## src/rtl/sa_autosa_pdp_rdma_egress_if.sv

```systemverilog
// rtl/sa_autosa_pdp_rdma_egress_if.sv - PDP RDMA egress element-in / payload-out handshake bundle
// master = memory return + datapath side, slave = egress block.
interface sa_autosa_pdp_rdma_egress_if #(
   parameter int DATA_W = 8
);
   logic [DATA_W-1:0]  dma_rd_rsp_pd;
   logic               dma_rd_rsp_valid;
   logic               dma_rd_rsp_ready;
   logic [DATA_W+13:0] pdp_rdma2dp_pd;
   logic               pdp_rdma2dp_valid;
   logic               pdp_rdma2dp_ready;
   logic               rdma_done;

   modport master (
      output dma_rd_rsp_pd,
      output dma_rd_rsp_valid,
      input  dma_rd_rsp_ready,
      input  pdp_rdma2dp_pd,
      input  pdp_rdma2dp_valid,
      output pdp_rdma2dp_ready,
      input  rdma_done
   );

   modport slave (
      input  dma_rd_rsp_pd,
      input  dma_rd_rsp_valid,
      output dma_rd_rsp_ready,
      output pdp_rdma2dp_pd,
      output pdp_rdma2dp_valid,
      input  pdp_rdma2dp_ready,
      output rdma_done
   );
endinterface

```

## src/rtl/sa_autosa_pdp_rdma_egress.sv

```systemverilog
// rtl/sa_autosa_pdp_rdma_egress.sv - PDP RDMA egress: cube walker, position flags, output FIFO
// Elements are tagged split->channel->line->element order and queued towards the 1D pooling stage.
module sa_autosa_pdp_rdma_egress #(
   parameter int DATA_W     = 8,
   parameter int FIFO_DEPTH = 4
) (
   input  logic        autosa_core_clk,
   input  logic        autosa_core_rstn,
   input  logic        reg2dp_op_en,
   input  logic [12:0] reg2dp_cube_in_width,
   input  logic [12:0] reg2dp_cube_in_height,
   input  logic [12:0] reg2dp_cube_in_channel,
   input  logic [7:0]  pooling_splitw_num_cfg,
   input  logic [9:0]  pooling_fwidth_cfg,
   input  logic [9:0]  pooling_mwidth_cfg,
   input  logic [9:0]  pooling_lwidth_cfg,
   sa_autosa_pdp_rdma_egress_if.slave bus
);
   localparam int PW = DATA_W + 14;
   localparam int AW = $clog2(FIFO_DEPTH);

   localparam logic [1:0] ST_IDLE  = 2'd0;
   localparam logic [1:0] ST_RUN   = 2'd1;
   localparam logic [1:0] ST_DRAIN = 2'd2;

   logic [1:0]    r_state;
   logic          r_op_en_d;
   logic [12:0]   r_cfg_width;
   logic [12:0]   r_cfg_height;
   logic [12:0]   r_cfg_channel;
   logic [7:0]    r_cfg_splitw;
   logic [9:0]    r_cfg_fw;
   logic [9:0]    r_cfg_mw;
   logic [9:0]    r_cfg_lw;
   // w spans the full 13-bit cube width so the unsplit case never truncates
   logic [12:0]   r_w;
   logic [12:0]   r_h;
   logic [12:0]   r_c;
   logic [7:0]    r_s;
   logic [PW-1:0] r_mem [FIFO_DEPTH];
   logic [AW-1:0] r_wptr;
   logic [AW-1:0] r_rptr;
   logic [AW:0]   r_count;

   logic [12:0]   w_wsplit;
   logic          w_start;
   logic          w_cube_start;
   logic          w_line_end;
   logic          w_surf_end;
   logic          w_split_end;
   logic          w_cube_end;
   logic          w_full;
   logic          w_in_ready;
   logic          w_push;
   logic          w_pop;
   logic          w_done;
   logic [PW-1:0] w_entry;
   logic [PW-1:0] w_head;

   always_comb begin
      w_wsplit = {3'b000, r_cfg_mw};
      if (r_cfg_splitw == 8'd0)
         w_wsplit = r_cfg_width;
      else if (r_s == 8'd0)
         w_wsplit = {3'b000, r_cfg_fw};
      else if (r_s == r_cfg_splitw)
         w_wsplit = {3'b000, r_cfg_lw};
   end

   assign w_start      = reg2dp_op_en & ~r_op_en_d & (r_state == ST_IDLE);
   assign w_cube_start = (r_w == 13'd0) & (r_h == 13'd0) & (r_c == 13'd0) & (r_s == 8'd0);
   assign w_line_end   = (r_w == w_wsplit);
   assign w_surf_end   = w_line_end & (r_h == r_cfg_height);
   assign w_split_end  = w_surf_end & (r_c == r_cfg_channel);
   assign w_cube_end   = w_split_end & (r_s == r_cfg_splitw);

   assign w_entry = {1'b0, r_s, w_cube_end, w_split_end, w_surf_end, w_line_end,
                     w_cube_start, bus.dma_rd_rsp_pd};

   // Ready comes from registered occupancy only, so a full FIFO never sees push and pop together
   assign w_full     = (r_count == (AW+1)'(FIFO_DEPTH));
   assign w_in_ready = (r_state == ST_RUN) & ~w_full;
   assign w_push     = bus.dma_rd_rsp_valid & w_in_ready;
   assign w_head     = r_mem[r_rptr];
   assign w_pop      = (r_count != '0) & bus.pdp_rdma2dp_ready;
   assign w_done     = w_pop & w_head[DATA_W+4] & (r_state == ST_DRAIN);

   assign bus.dma_rd_rsp_ready  = w_in_ready;
   assign bus.pdp_rdma2dp_valid = (r_count != '0);
   assign bus.pdp_rdma2dp_pd    = w_head;
   assign bus.rdma_done         = w_done;

   always_ff @(posedge autosa_core_clk or negedge autosa_core_rstn) begin
      if (!autosa_core_rstn) begin
         r_state       <= ST_IDLE;
         r_op_en_d     <= 1'b0;
         r_cfg_width   <= '0;
         r_cfg_height  <= '0;
         r_cfg_channel <= '0;
         r_cfg_splitw  <= '0;
         r_cfg_fw      <= '0;
         r_cfg_mw      <= '0;
         r_cfg_lw      <= '0;
         r_w           <= '0;
         r_h           <= '0;
         r_c           <= '0;
         r_s           <= '0;
      end else begin
         r_op_en_d <= reg2dp_op_en;
         case (r_state)
            ST_IDLE: begin
               if (w_start) begin
                  r_cfg_width   <= reg2dp_cube_in_width;
                  r_cfg_height  <= reg2dp_cube_in_height;
                  r_cfg_channel <= reg2dp_cube_in_channel;
                  r_cfg_splitw  <= pooling_splitw_num_cfg;
                  r_cfg_fw      <= pooling_fwidth_cfg;
                  r_cfg_mw      <= pooling_mwidth_cfg;
                  r_cfg_lw      <= pooling_lwidth_cfg;
                  r_w           <= '0;
                  r_h           <= '0;
                  r_c           <= '0;
                  r_s           <= '0;
                  r_state       <= ST_RUN;
               end
            end
            ST_RUN: begin
               if (w_push) begin
                  if (w_cube_end)
                     r_state <= ST_DRAIN;
                  if (!w_line_end) begin
                     r_w <= r_w + 13'd1;
                  end else begin
                     r_w <= '0;
                     if (!w_surf_end) begin
                        r_h <= r_h + 13'd1;
                     end else begin
                        r_h <= '0;
                        if (!w_split_end) begin
                           r_c <= r_c + 13'd1;
                        end else begin
                           r_c <= '0;
                           r_s <= w_cube_end ? 8'd0 : r_s + 8'd1;
                        end
                     end
                  end
               end
            end
            ST_DRAIN: begin
               if (w_done)
                  r_state <= ST_IDLE;
            end
            default: r_state <= ST_IDLE;
         endcase
      end
   end

   always_ff @(posedge autosa_core_clk or negedge autosa_core_rstn) begin
      if (!autosa_core_rstn) begin
         for (int i = 0; i < FIFO_DEPTH; i++)
            r_mem[i] <= '0;
         r_wptr  <= '0;
         r_rptr  <= '0;
         r_count <= '0;
      end else begin
         if (w_push) begin
            r_mem[r_wptr] <= w_entry;
            r_wptr        <= r_wptr + AW'(1);
         end
         if (w_pop)
            r_rptr <= r_rptr + AW'(1);
         case ({w_push, w_pop})
            2'b10:   r_count <= r_count + (AW+1)'(1);
            2'b01:   r_count <= r_count - (AW+1)'(1);
            default: r_count <= r_count;
         endcase
      end
   end
endmodule

```

## src/flat_wrapper.sv

```systemverilog
// flat-port wrapper written by rule: the top's interface ports become plain ports
module sa_autosa_pdp_rdma_egress_flat 
#(
   parameter int DATA_W     = 8,
   parameter int FIFO_DEPTH = 4
)
  (autosa_core_clk, autosa_core_rstn, reg2dp_op_en, reg2dp_cube_in_width, reg2dp_cube_in_height, reg2dp_cube_in_channel, pooling_splitw_num_cfg, pooling_fwidth_cfg, pooling_mwidth_cfg, pooling_lwidth_cfg, bus_dma_rd_rsp_pd, bus_dma_rd_rsp_valid, bus_dma_rd_rsp_ready, bus_pdp_rdma2dp_pd, bus_pdp_rdma2dp_valid, bus_pdp_rdma2dp_ready, bus_rdma_done);
  sa_autosa_pdp_rdma_egress_if #(.DATA_W(DATA_W)) bus_i ();
  input  logic autosa_core_clk;
  input  logic autosa_core_rstn;
  input  logic reg2dp_op_en;
  input  logic [12:0] reg2dp_cube_in_width;
  input  logic [12:0] reg2dp_cube_in_height;
  input  logic [12:0] reg2dp_cube_in_channel;
  input  logic [7:0] pooling_splitw_num_cfg;
  input  logic [9:0] pooling_fwidth_cfg;
  input  logic [9:0] pooling_mwidth_cfg;
  input  logic [9:0] pooling_lwidth_cfg;
  input wire logic [$bits(bus_i.dma_rd_rsp_pd)-1:0] bus_dma_rd_rsp_pd;
  input wire logic [$bits(bus_i.dma_rd_rsp_valid)-1:0] bus_dma_rd_rsp_valid;
  output wire logic [$bits(bus_i.dma_rd_rsp_ready)-1:0] bus_dma_rd_rsp_ready;
  output wire logic [$bits(bus_i.pdp_rdma2dp_pd)-1:0] bus_pdp_rdma2dp_pd;
  output wire logic [$bits(bus_i.pdp_rdma2dp_valid)-1:0] bus_pdp_rdma2dp_valid;
  input wire logic [$bits(bus_i.pdp_rdma2dp_ready)-1:0] bus_pdp_rdma2dp_ready;
  output wire logic [$bits(bus_i.rdma_done)-1:0] bus_rdma_done;
  assign bus_i.dma_rd_rsp_pd = bus_dma_rd_rsp_pd;
  assign bus_i.dma_rd_rsp_valid = bus_dma_rd_rsp_valid;
  assign bus_dma_rd_rsp_ready = bus_i.dma_rd_rsp_ready;
  assign bus_pdp_rdma2dp_pd = bus_i.pdp_rdma2dp_pd;
  assign bus_pdp_rdma2dp_valid = bus_i.pdp_rdma2dp_valid;
  assign bus_i.pdp_rdma2dp_ready = bus_pdp_rdma2dp_ready;
  assign bus_rdma_done = bus_i.rdma_done;
  sa_autosa_pdp_rdma_egress #(.DATA_W(DATA_W), .FIFO_DEPTH(FIFO_DEPTH)) u_core (.autosa_core_clk(autosa_core_clk), .autosa_core_rstn(autosa_core_rstn), .reg2dp_op_en(reg2dp_op_en), .reg2dp_cube_in_width(reg2dp_cube_in_width), .reg2dp_cube_in_height(reg2dp_cube_in_height), .reg2dp_cube_in_channel(reg2dp_cube_in_channel), .pooling_splitw_num_cfg(pooling_splitw_num_cfg), .pooling_fwidth_cfg(pooling_fwidth_cfg), .pooling_mwidth_cfg(pooling_mwidth_cfg), .pooling_lwidth_cfg(pooling_lwidth_cfg), .bus(bus_i));
endmodule
```

## config.mk

```make
export PLATFORM = sky130hd
export DESIGN_NAME = sa_autosa_pdp_rdma_egress_flat
export DESIGN_NICKNAME = d
export VERILOG_FILES = /design/src/rtl/sa_autosa_pdp_rdma_egress_if.sv /design/src/rtl/sa_autosa_pdp_rdma_egress.sv /design/src/flat_wrapper.sv
export SDC_FILE = /design/constraint.sdc
export NUM_CORES = 1
export LEC_CHECK = 0
export BUFFER_PORTS_ARGS = -buffer_cell sky130_fd_sc_hd__buf_2
export CAP_MARGIN = 20
export CORE_MARGIN = 5
export CORE_UTILIZATION = 59
export DETAILED_ROUTE_END_ITERATION = 12
export GPL_TIMING_DRIVEN = 0
export PLACE_DENSITY = 0.8
export SYNTH_ARGS = -nofsm -noshare
export SYNTH_HDL_FRONTEND = slang
export SYNTH_SLANG_ARGS = --single-unit
```

## constraint.sdc

```tcl
create_clock -name autosa_core_clk -period 4.25 [get_ports autosa_core_clk]
set_clock_uncertainty 0.2 [all_clocks]
set_input_delay 0.425 -clock autosa_core_clk [delete_from_list [all_inputs] [get_ports autosa_core_clk]]
set_output_delay 0.425 -clock autosa_core_clk [all_outputs]
set_load 0.01 [all_outputs]
```

### After elaboration in Yosys (flattened, before gate mapping)

Cells that the tools add are included.

| operators by class | value |
|---|---|
| mux-type cells | 35 |
| magnitude comparators | 3 |
| reductions and logical operators | 16 |
| eq/ne operators | 16 |
| bitwise logic cells | 17 |
| $add $sub $neg | 8 |

Operators by type and width:

| kind | count |
|---|---|
| $mux W13 | 12 |
| $bwmux W88 | 1 |
| $pmux W13 S2 | 3 |
| $mux W22 | 3 |
| $mux W8 | 6 |
| $bmux W22 S2 | 1 |
| $demux W22 S2 | 1 |
| $add A13 B1 Y13 const B | 3 |
| $eq A13 B13 Y1 | 3 |
| $logic_not A13 Y1 | 3 |
| $logic_not A8 Y1 | 2 |
| $pmux W8 S2 | 1 |
| $and A1 B1 Y1 | 13 |
| $ne A2 B1 Y1 const B | 6 |
| $mux W10 | 1 |
| $add A8 B1 Y8 const B | 1 |
| $eq A8 B8 Y1 | 1 |
| $mux W2 | 4 |
| $reduce_and A4 Y1 | 2 |
| $ge A3 B3 Y1 const B | 2 |
| $not A2 Y3 | 2 |
| $pmux W2 S3 | 1 |
| $pmux W3 S2 | 1 |
| $reduce_and A6 Y1 | 1 |
| other kinds (16) | 21 |

| storage, ports and cells | value |
|---|---|
| word-level logic and storage cells | 115 |
| flip-flop bits (word level) | 222 |
| output and inout port bits | 25 |

### Depth between registers and ports, before layout

Gate-level depths: netlist of the first run.

| logic depth | value |
|---|---|
| depth in word-level cells | 14 |
| gate-level depth with buffers | 16 |
| depth with buffers taken out | 12 |

### Least setup slack after synthesis of the first run

OpenSTA, ideal clock, no wires.

| timing path | value |
|---|---|
| kind | register to register |
| start | register u_core.r_s[0] |
| end | register u_core.r_c[7] |
| buffers on the path | 3 |
| data arrival time | 3.140 ns |
| clock period less this slack | 3.418 ns |
| data required time | 3.972 ns |
| setup slack | 0.832 ns |
| cell stages (with the launch flop) | 16 |
| cells stage by stage | dfrtp_1 -> inv_1 -> ha_1 -> nor4b_4 -> and2_1 -> buf_2 -> a211oi_1 -> o31ai_1 -> xnor2_1 -> o21ai_0 -> or4_1 -> buf_2 -> or3_1 -> buf_2 -> o21ai_1 -> o2bb2ai_1 |

| on the way | value |
|---|---|
| word-level cells in the longest chain between the ends | 12 |

Ends and longest elaborated chain:

| element | RTL line | RTL |
|---|---|---|
| start: declaration | sa_autosa_pdp_rdma_egress.sv:39 | `logic [7:0] r_s;` |
| start signal: assignment | sa_autosa_pdp_rdma_egress.sv:143 | `r_s <= w_cube_end ? 8'd0 : r_s + 8'd1;` |
| $eq A8 B8 Y1 | sa_autosa_pdp_rdma_egress.sv:66 | `else if (r_s == r_cfg_splitw)` |
| $mux W10 | sa_autosa_pdp_rdma_egress.sv:66 |  |
| $mux W13 * | sa_autosa_pdp_rdma_egress.sv:64 | `else if (r_s == 8'd0)` |
| $mux W13 * | sa_autosa_pdp_rdma_egress.sv:62 | `if (r_cfg_splitw == 8'd0)` |
| $eq A13 B13 Y1 * | sa_autosa_pdp_rdma_egress.sv:72 | `assign w_line_end = (r_w == w_wsplit);` |
| $and A1 B1 Y1 | sa_autosa_pdp_rdma_egress.sv:73 | `assign w_surf_end = w_line_end & (r_h == r_cfg_height);` |
| $and A1 B1 Y1 | sa_autosa_pdp_rdma_egress.sv:74 | `assign w_split_end = w_surf_end & (r_c == r_cfg_channel);` |
| $mux W13 | sa_autosa_pdp_rdma_egress.sv:139 | `if (!w_split_end) begin` |
| $mux W13 | sa_autosa_pdp_rdma_egress.sv:135 | `if (!w_surf_end) begin` |
| $mux W13 | sa_autosa_pdp_rdma_egress.sv:131 | `if (!w_line_end) begin` |
| $mux W13 | sa_autosa_pdp_rdma_egress.sv:128 | `if (w_push) begin` |
| $pmux W13 S2 | sa_autosa_pdp_rdma_egress.sv:110 | `case (r_state)` |
| end signal: assignment | sa_autosa_pdp_rdma_egress.sv:140 | `r_c <= r_c + 13'd1;` |
| end: declaration | sa_autosa_pdp_rdma_egress.sv:38 | `logic [12:0] r_c;` |

Mark *: on every way between the ends. The rest lies on a longest branch, timed or not. The select of a mux whose other input is x is not followed.
A chain may end at the register's enable or synchronous reset.

### Worst setup path after layout of the first run

| timing path | value |
|---|---|
| start | register u_core.r_s[0] |
| end | register u_core.r_c[10] |

The elaborated chain is that of the path after synthesis.

==> results of run 1 <==
## flip-flops by register name, summed over array words and instances (netlist names)
register and cells:
u_core.r_c 13, u_core.r_cfg_channel 13, u_core.r_cfg_fw 10, u_core.r_cfg_height 13, u_core.r_cfg_lw 10, u_core.r_cfg_mw 10, u_core.r_cfg_splitw 8, u_core.r_cfg_width 13
u_core.r_count 3, u_core.r_h 13, u_core.r_mem 84, u_core.r_op_en_d 1, u_core.r_rptr 2, u_core.r_s 8, u_core.r_state 2, u_core.r_w 13
u_core.r_wptr 2
## layout by cell type, fill, tap and decap left out, drive strengths merged, types with 20 or more instances in the layout
| cell | count |
|---|---|
| dfrtp | 218 |
| xnor2 | 34 |
| nor2 | 32 |
| clkbuf | 69 |
| buf | 137 |
| o21ai | 58 |
| mux4 | 21 |
| dlygate4sd3 | 85 |
| inv | 23 |
| a21oi | 29 |
| xor2 | 20 |
| mux2 | 147 |
| nand2 | 61 |
| nand3 | 34 |
## report_power, final
part | switching (W) | internal, W | total, W
Clock | 0.000782 | 0.00110 | 0.00188
Combinational | 0.000934 | 0.000987 | 0.00192
Sequential | 0.000319 | 0.00251 | 0.00283
## worst reg2reg max path: cells and delay by family, from the launching register on
| kind | cells | cell delay (ns) |
|---|---|---|
| AOI/OAI and AO/OA | 5 | 1.26 |
| xor gates and xnor gates | 1 | 0.16 |
| adders and majority gates | 1 | 0.17 |
| buffers and inverters | 3 | 0.64 |
| DFF | 1 | 0.47 |
| and+or+nand+nor | 4 | 1.15 |
## stage by stage
step / cells / TNS [ns] / hold WS, ns / setup slack [ns] / power (W)
after CTS: 1386 / 0 / 0.00187 / 0.0105 / 0.00661
after detailed placement: 1265 / 0 / 0.270 / 0.0419 / 0.00468
final: 1393 / 0 / 0.0186 / 0.0798 / 0.00663
after global routing: 1393 / -0.00608 / 0.0110 / -0.00608 / 0.00698
after global placement: 1264 / -247.41 / 0.258 / -1.15 / 0.00459
after floorplan: 922 / 0 / -0.0706 / 0.832 / 0.00409
## repair_timing
action,4_1_cts,5_1_grt
buffers inserted,0,4
hold endpoints to repair,219,0
gates resized for setup,0,10
hold buffers,85,0
setup endpoints to repair,0,50
## worst max path at each step
stage / from / end / slack, ns / cells past startpoint
4_1_cts: u_core.r_cfg_splitw[0] / u_core.r_c[11] / 0.01 / 13
2_1_floorplan: u_core.r_s[0] / u_core.r_c[7] / 0.83 / 15
3_5_place_dp: u_core.r_cfg_splitw[0] / u_core.r_c[11] / 0.04 / 13
6_report: u_core.r_s[0] / u_core.r_c[10] / 0.08 / 14
5_1_grt: u_core.r_cfg_splitw[4] / u_core.r_c[11] / -0.006 / 13
3_3_place_gp: autosa_core_rstn / u_core.r_cfg_width[5] / -1.15 / 1
## routing by layer
layer	GRT usage (%)	vias up	part of all wire [%]
met2	42.7	378	50
met5	0	-	0
met3	4.21	83	6.7
li1	-	3819	-
met4	8.40	0	3.7
met1	33.5	4153	40
## kinds of logic (layout without fill, tap and decap cells)
| group | after synthesis | after routing | synth area share, % |
|---|---|---|---|
| fa+ha+maj | 14 | 14 | 1.69 |
| simple gates | 240 | 240 | 11.9 |
| flops | 218 | 218 | 50.6 |
| buf+inv | 81 | 320 | 3.12 |
| mux | 169 | 169 | 19.8 |
| compound gates | 145 | 145 | 8.43 |
| xor+xnor | 54 | 54 | 4.39 |
| other cells | 1 | 4 | 0.0348 |
## area by class of cell
| cell class | count | area, um2 |
|---|---|---|
| Antenna cell | 3 | 7.51 |
| Buffer | 58 | 250 |
| Clock buffer | 30 | 632 |
| Clock inverter | 6 | 58.8 |
| Fill cell | 1173 | 4670 |
| Inverter | 23 | 86.3 |
| Multi-Input combinational cell | 623 | 5030 |
| Sequential cell | 218 | 5460 |
| Tap cell | 229 | 287 |
| Timing Repair Buffer | 203 | 1480 |
==> key figures, run 1 <==
Die
  – Row cnt: between 40 and 50
  – # IOs: ~120
  – Die area: 21100 um2
  – Chip width: ~150 um
  – Die Span Y: roughly 150 um
  – Core area: 18000 um2
  – Initial Util: roughly 60%

Global routing
  – Number of global-route vias before repair: around 8500
  – First-pass GRT wire length: approximately 44 mm
  – GRT Overall Usage: approximately 25%
  – Initial antenna violation count: 3
  – Largest net degree at the start of global routing: between 100 and 150
  – GRT overflow: 0

STA
  – Max Fclk: 0.240 GHz
  – Final Setup Violations: 0
  – Period utilisation layout: roughly 98%
  – Slew Viols, Final: 0
  – Worst slew pin tran: around 1 ns
  – Max_slew headroom: 32.0%
  – Post-route minimum period: roughly 4.2 ns
  – Final hold vios: 0

Logic synthesis
  – Largest area contributor in the netlist: dfrtp_1
  – Most used DFF post-synth: dfrtp_1
  – Post-Syn Instances: between 900 and 1000
  – Total number of yosys warnings: 0
  – Post-synthesis cell area: between 10000 and 15000 um2
  – Share of the synthesized area in the top cell type: between 50% and 60%
  – Async set-or-reset flop fraction in the synthesized netlist: 100%
  – Post-synth EDFFs: 0
  – Synth cell types: 68
  – FF+latch count, synth: 218
  – Synthesized netlist net count: about 1000
  – Average size of a mapped cell: approximately 12 um2
  – Sequential share of the synthesized area: 50.6%
  – Synth top area cells: dfrtp_1 51%, mux2_2 15%, mux4_2 4.4%
  – Commonest cells in the synthesized netlist: 218 x dfrtp_1, 147 x mux2_2, 60 x nand2_1
  – Most common cell in the netlist: dfrtp_1

Worst hold path
  – Hold crit path type: in -> reg
  – Hold Startpoint: bus_dma_rd_rsp_pd[0]
  – Cell count of the worst hold path: 2
  – Hold EP: u_core.r_mem[66]

Finish
  – Nets: 1254
  – Fin area: between 10000 and 15000 um2
  – Share of post-route cells with drive strength above 1: about 31%
  – Area delta synth->final: 23.3%
  – Final core utilization: about three quarters

CTS
  – Clk Latency, worst-skew pair: between 0.5 and 0.6 ns
  – CTS Buffer Depth: 3
  – Clock sinks: between 200 and 250
  – CTS tree: yes
  – Htree depth: 1
  – CTS root buffer: clkbuf_16
  – CTS buffer count: 23
  – Clk slew on worst S/H paths: around 0.060 ns

Route
  – DRT iter0 DRCs: ~600
  – Vias per inst: about 6.1
  – Wire per inst: ~20 um
  – Router iterations before antenna repair: 5
  – Post-DRT Antenna Nets: 0
  – Total number of vias: ~8400
  – Post-Route WL: 27.4 mm
  – DRC: 0

Power and ir drop
  – Max VDD drop: 0.488 mV
  – Power Dens Cells: ~500 nW/um2
  – Lkg Pwr: 5.87 nW

Setup path
  – Critical Path Max Stage Delay: about 0.55 ns
  – R2r startpoint: u_core.r_s[0]
  – CP max FO: 10
  – Worst setup SP type: flop
  – CP cell instances: inv_2 -> ha_1 -> nor4b_4 -> and2_1 -> buf_2 -> nor4_1 -> o31ai_1 -> xnor2_1 -> o21ai_0 -> or4_1 -> buf_2 -> a2111oi_2 -> a21bo_2 -> a21oi_1
  – Worst path top cell family by delay: compound AO/OA/AOI/OAI gates
  – Critical Path RT: approximately 4.4 ns
  – CP max-delay cell: or4_1
  – Critical Path Sink Type: flop
  – Reg-to-reg slack, setup: ~0.08 ns
  – Buf+Inv Stages, Crit Path: 3
  – Cell mode on critical path: buf_2
  – Worst path arrival time: approximately 4.3 ns
  – R2R depth: 14
  – Reg-to-Reg End: u_core.r_c[10]
  – Critical path type: reg -> reg

Placed design
  – PortBufs: 113
  – Post-place instance area: 11700 um2
  – Post-DP HPWL: 17.7 mm
  – Gpl congestion: between 0.9 and 1

Status
  – Status: finished, final reports clean

Job
  – Max Cap Violations: 0
(Power assumes the default switching activity.)
==> run 2, diff against run 1 <==
==> constraint.sdc (replaced) <==
create_clock -name autosa_core_clk -period 3.98 [get_ports autosa_core_clk]
set_clock_uncertainty 0.2 [all_clocks]
set_input_delay 0.398 -clock autosa_core_clk [delete_from_list [all_inputs] [get_ports autosa_core_clk]]
set_output_delay 0.398 -clock autosa_core_clk [all_outputs]
set_load 0.01 [all_outputs]
==> run 2 against run 1 <==
Wire length is 5.0% higher. Die area unchanged. Total power is 8.0% higher. Critical path depth fell by 1. The flow now finishes with violations (negative setup slack). Via count increased by 2.9%. Count of clock-buffer cells in the layout stayed put. Fmax rose by 1.4%. Final cell count increased by 1.0%. Register-to-register slack worse by 0.21 ns. Sequential power up 7.1%. Sequential share of layout area fell by 0.70 points. Critical endpoint is now u_core.r_s[6].
==> key figures, run 2 (same netlist as run 1, synthesis figures left out) <==
Status
  – Status: finished with violations
  – Violated checks: negative setup slack

Power and ir drop
  – Overall Power: 0.00716 W (+8.0%)
  – Cell Int Power: 0.00494 W (+7.5%)
  – NetSw: 0.00222 W (+9.2%)
  – Clock power frac: 28.1% (-0.2 points)
  – Power Dens Cells: 529 nW/um2 (+6.1%)
  – Comb power frac: 29.6% (+0.6 points)
  – Max VDD drop: 0.523 mV (+7.2%)
  – Switching share of total power: 31.0% (+0.33 points)
  – Sequential share of power: 42.3% (-0.4 points)
  – Lkg Pwr: 5.97 nW (+1.6%)

Route
  – Vias per inst: 6.17 (+1.9%)
  – Router iterations before antenna repair: 6 (+1)
  – Total number of vias: 8680 (+2.9%)
  – Post-DRT Antenna Nets: 0 (unchanged)
  – DRC: 0 (unchanged)
  – Post-Route WL: 28.8 mm (+5.0%)
  – Wire per inst: 20.5 um (+4.0%)
  – DRT iter0 DRCs: 879 (+50%)

Finish
  – Share of post-route cells with drive strength above 1: 32.9% (+2.0 points)
  – Commonest non-fill, non-tap cells in the layout: 214 x dfrtp_1, 147 x mux2_2, 121 x buf_2, 87 x dlygate4sd3_1, 59 x nand2_1
  – Most flops, register: u_core.r_mem
  – Final core utilization: 75.3% (+1.3 points)
  – Nets: 1268 (+1.1%)
  – Max reg flops: 84 (unchanged)
  – Commonest non-fill, non-tap cell in the layout: dfrtp_1
  – Area delta synth->final: 25.5%

CTS
  – Clk slew on worst S/H paths: 0.06 ns (about the same)
  – Clk Latency, worst-skew pair: 0.51 ns (about the same)
  – CTS Buffer Depth: 3 (unchanged)
  – CTS root buffer: clkbuf_16
  – CTS tree: yes
  – Clock sinks: 218 (unchanged)
  – Htree depth: 1 (unchanged)
  – CTS buffer count: 23 (unchanged)

Setup path
  – CP max FO: 10 (unchanged)
  – Critical Path Stages: 13 (-1)
  – CP cell instances: clkbuf_2 -> xnor2_1 -> nand4_1 -> buf_4 -> a2111oi_1 -> a221oi_1 -> o2111ai_1 -> o21ai_0 -> nor4_2 -> a31oi_1 -> clkbuf_1 -> or3_1 -> a21boi_0
  – Critical Path Sink Type: flop
  – R2R depth: 13 (-1)
  – Worst path top cell family by delay: compound AO/OA/AOI/OAI gates
  – Buf+Inv Stages, Crit Path: 3 (unchanged)
  – Critical Path Max Stage Delay: 0.48 ns (-0.07 ns)
  – Worst setup SP type: flop
  – Critical Path RT: 4.17 ns (-0.24 ns)
  – Critical path type: reg -> reg
  – CP max-delay cell: a2111oi_1
  – Worst path arrival time: 4.30 ns (-0.03 ns)

Die
  – Core area: 18000 um2 (unchanged)
  – Chip width: 145 um (unchanged)
  – Row cnt: 49 (unchanged)
  – Die area: 21100 um2 (unchanged)
  – # IOs: 115 (unchanged)
  – Die Span Y: 145 um (unchanged)
  – Initial Util: 60.0% (unchanged)

STA
  – Final worst-path setup slack: -0.134 ns (-0.214 ns)
  – Worst slew pin tran: 0.955 ns (-0.0552 ns)
  – Final hold vios: 0 (unchanged)
  – Final Setup Violations: 3 (+3)
  – Post-route minimum period: 4.11 ns (-0.0558 ns)
  – Max_slew headroom: 35.7% (+3.7 points)
  – Final setup TNS: -0.165 ns (-0.165 ns)
  – Period utilisation layout: 103% (+5.3 points)
  – Slew Viols, Final: 0 (unchanged)
  – Max Fclk: 0.243 GHz (+1.4%)

Worst hold path
  – Cell count of the worst hold path: 4 (+2)
  – Hold crit path type: in -> reg

Global routing
  – Largest net degree at the start of global routing: 122 (unchanged)
  – GRT overflow: 0 (unchanged)
  – First-pass GRT wire length: 44.8 mm (+1.7%)
  – Initial antenna violation count: 3 (unchanged)
  – GRT Overall Usage: 25.6% (+0.31 points)
  – Number of global-route vias before repair: 8733 (+2.8%)

Job
  – Max Cap Violations: 0 (unchanged)

Placed design
  – PortBufs: 113 (unchanged)
  – Gpl congestion: 0.906 (unchanged)
  – Post-DP HPWL: 17.7 mm (unchanged)
-- run 2: cell count changes in the layout (fill, tap and decap cells not counted), moves of 3 or more --
cell | previous run | this run
clkbuf_1 | 42 | 38
o21ai_0 | 56 | 53
buf_2 | 125 | 121
buf_4 | 6 | 18
dfrtp_1 | 218 | 214
dfrtp_2 | 0 | 4
o21ai_1 | 2 | 5
clkbuf_4 | 0 | 3
-- run 2: routing by layer --
metal	wire length (um)	vias up	track usage, %
li1	-	3848	-
met2	14300	484	43.3
met4	1420	0	9.70
met5	0	-	0
met3	2130	148	4.43
met1	10900	4200	33.2
-- run 2: worst min-delay path, stage by stage --
cell	delay [ns]
buf_2	0.07
and2_1	0.14
clkbuf_1	0.23
xor2_1	0.09
-- run 2: path summary, 6_finish.rpt --
path	start	end	slack, ns
setup / recovery	u_core.r_s[7]	u_core.r_s[6]	-0.13
hold / removal	bus_pdp_rdma2dp_ready	u_core.r_rptr[0]	0.27
setup reg to reg	u_core.r_s[7]	u_core.r_s[6]	-0.13
hold reg to reg	u_core.r_mem[79]	u_core.r_mem[79]	0.28
max in group asynchronous	autosa_core_rstn	u_core.r_cfg_splitw[1]	2.22
min in group asynchronous	autosa_core_rstn	u_core.r_mem[69]	0.38
-- run 2: power by group through the flow --
stage	Sequential (W)	Combinational (W)	Clock (W)
floorplan	0.00292	0.00144	0
detailed placement	0.00304	0.00195	0
CTS	0.00301	0.00205	0.00203
global route	0.00306	0.00231	0.00215
global placement	0.00301	0.00189	0
finish	0.00303	0.00212	0.00201
-- run 2: per-stage QoR --
step	std cells	setup slack (ns)	cell area (um2)	hold slack, ns
CTS	1394	0.0281	13300	0.252
global route	1407	-0.200	13500	0.311
global placement	1264	-1.40	11600	0.258
detailed placement	1265	-0.228	11700	0.270
finish	1407	-0.134	13500	0.273
floorplan	922	0.562	10800	-0.0976
-- run 2: layout make-up --
| type | instances | area (um2) |
|---|---|---|
| diodes | 3 | 7.51 |
| plain buffers | 56 | 269 |
| clock buffers | 30 | 632 |
| clock inverters | 6 | 58.8 |
| fillers | 1109 | 4430 |
| inverters | 23 | 91.3 |
| multi-input cells | 623 | 5110 |
| flip-flops and latches | 218 | 5460 |
| well taps | 229 | 287 |
| repair buffers | 219 | 1620 |
-- run 2: repair_timing --
| action | in CTS | in global routing |
|---|---|---|
| hold buffers | 87 | 0 |
| resized for setup | 8 | 38 |
| buffers inserted | 6 | 11 |
| pin swaps | 3 | 10 |
| endpoints found under the hold margin | 230 | 0 |
| cloned | 0 | 1 |
| setup endpoints to repair | 45 | 49 |
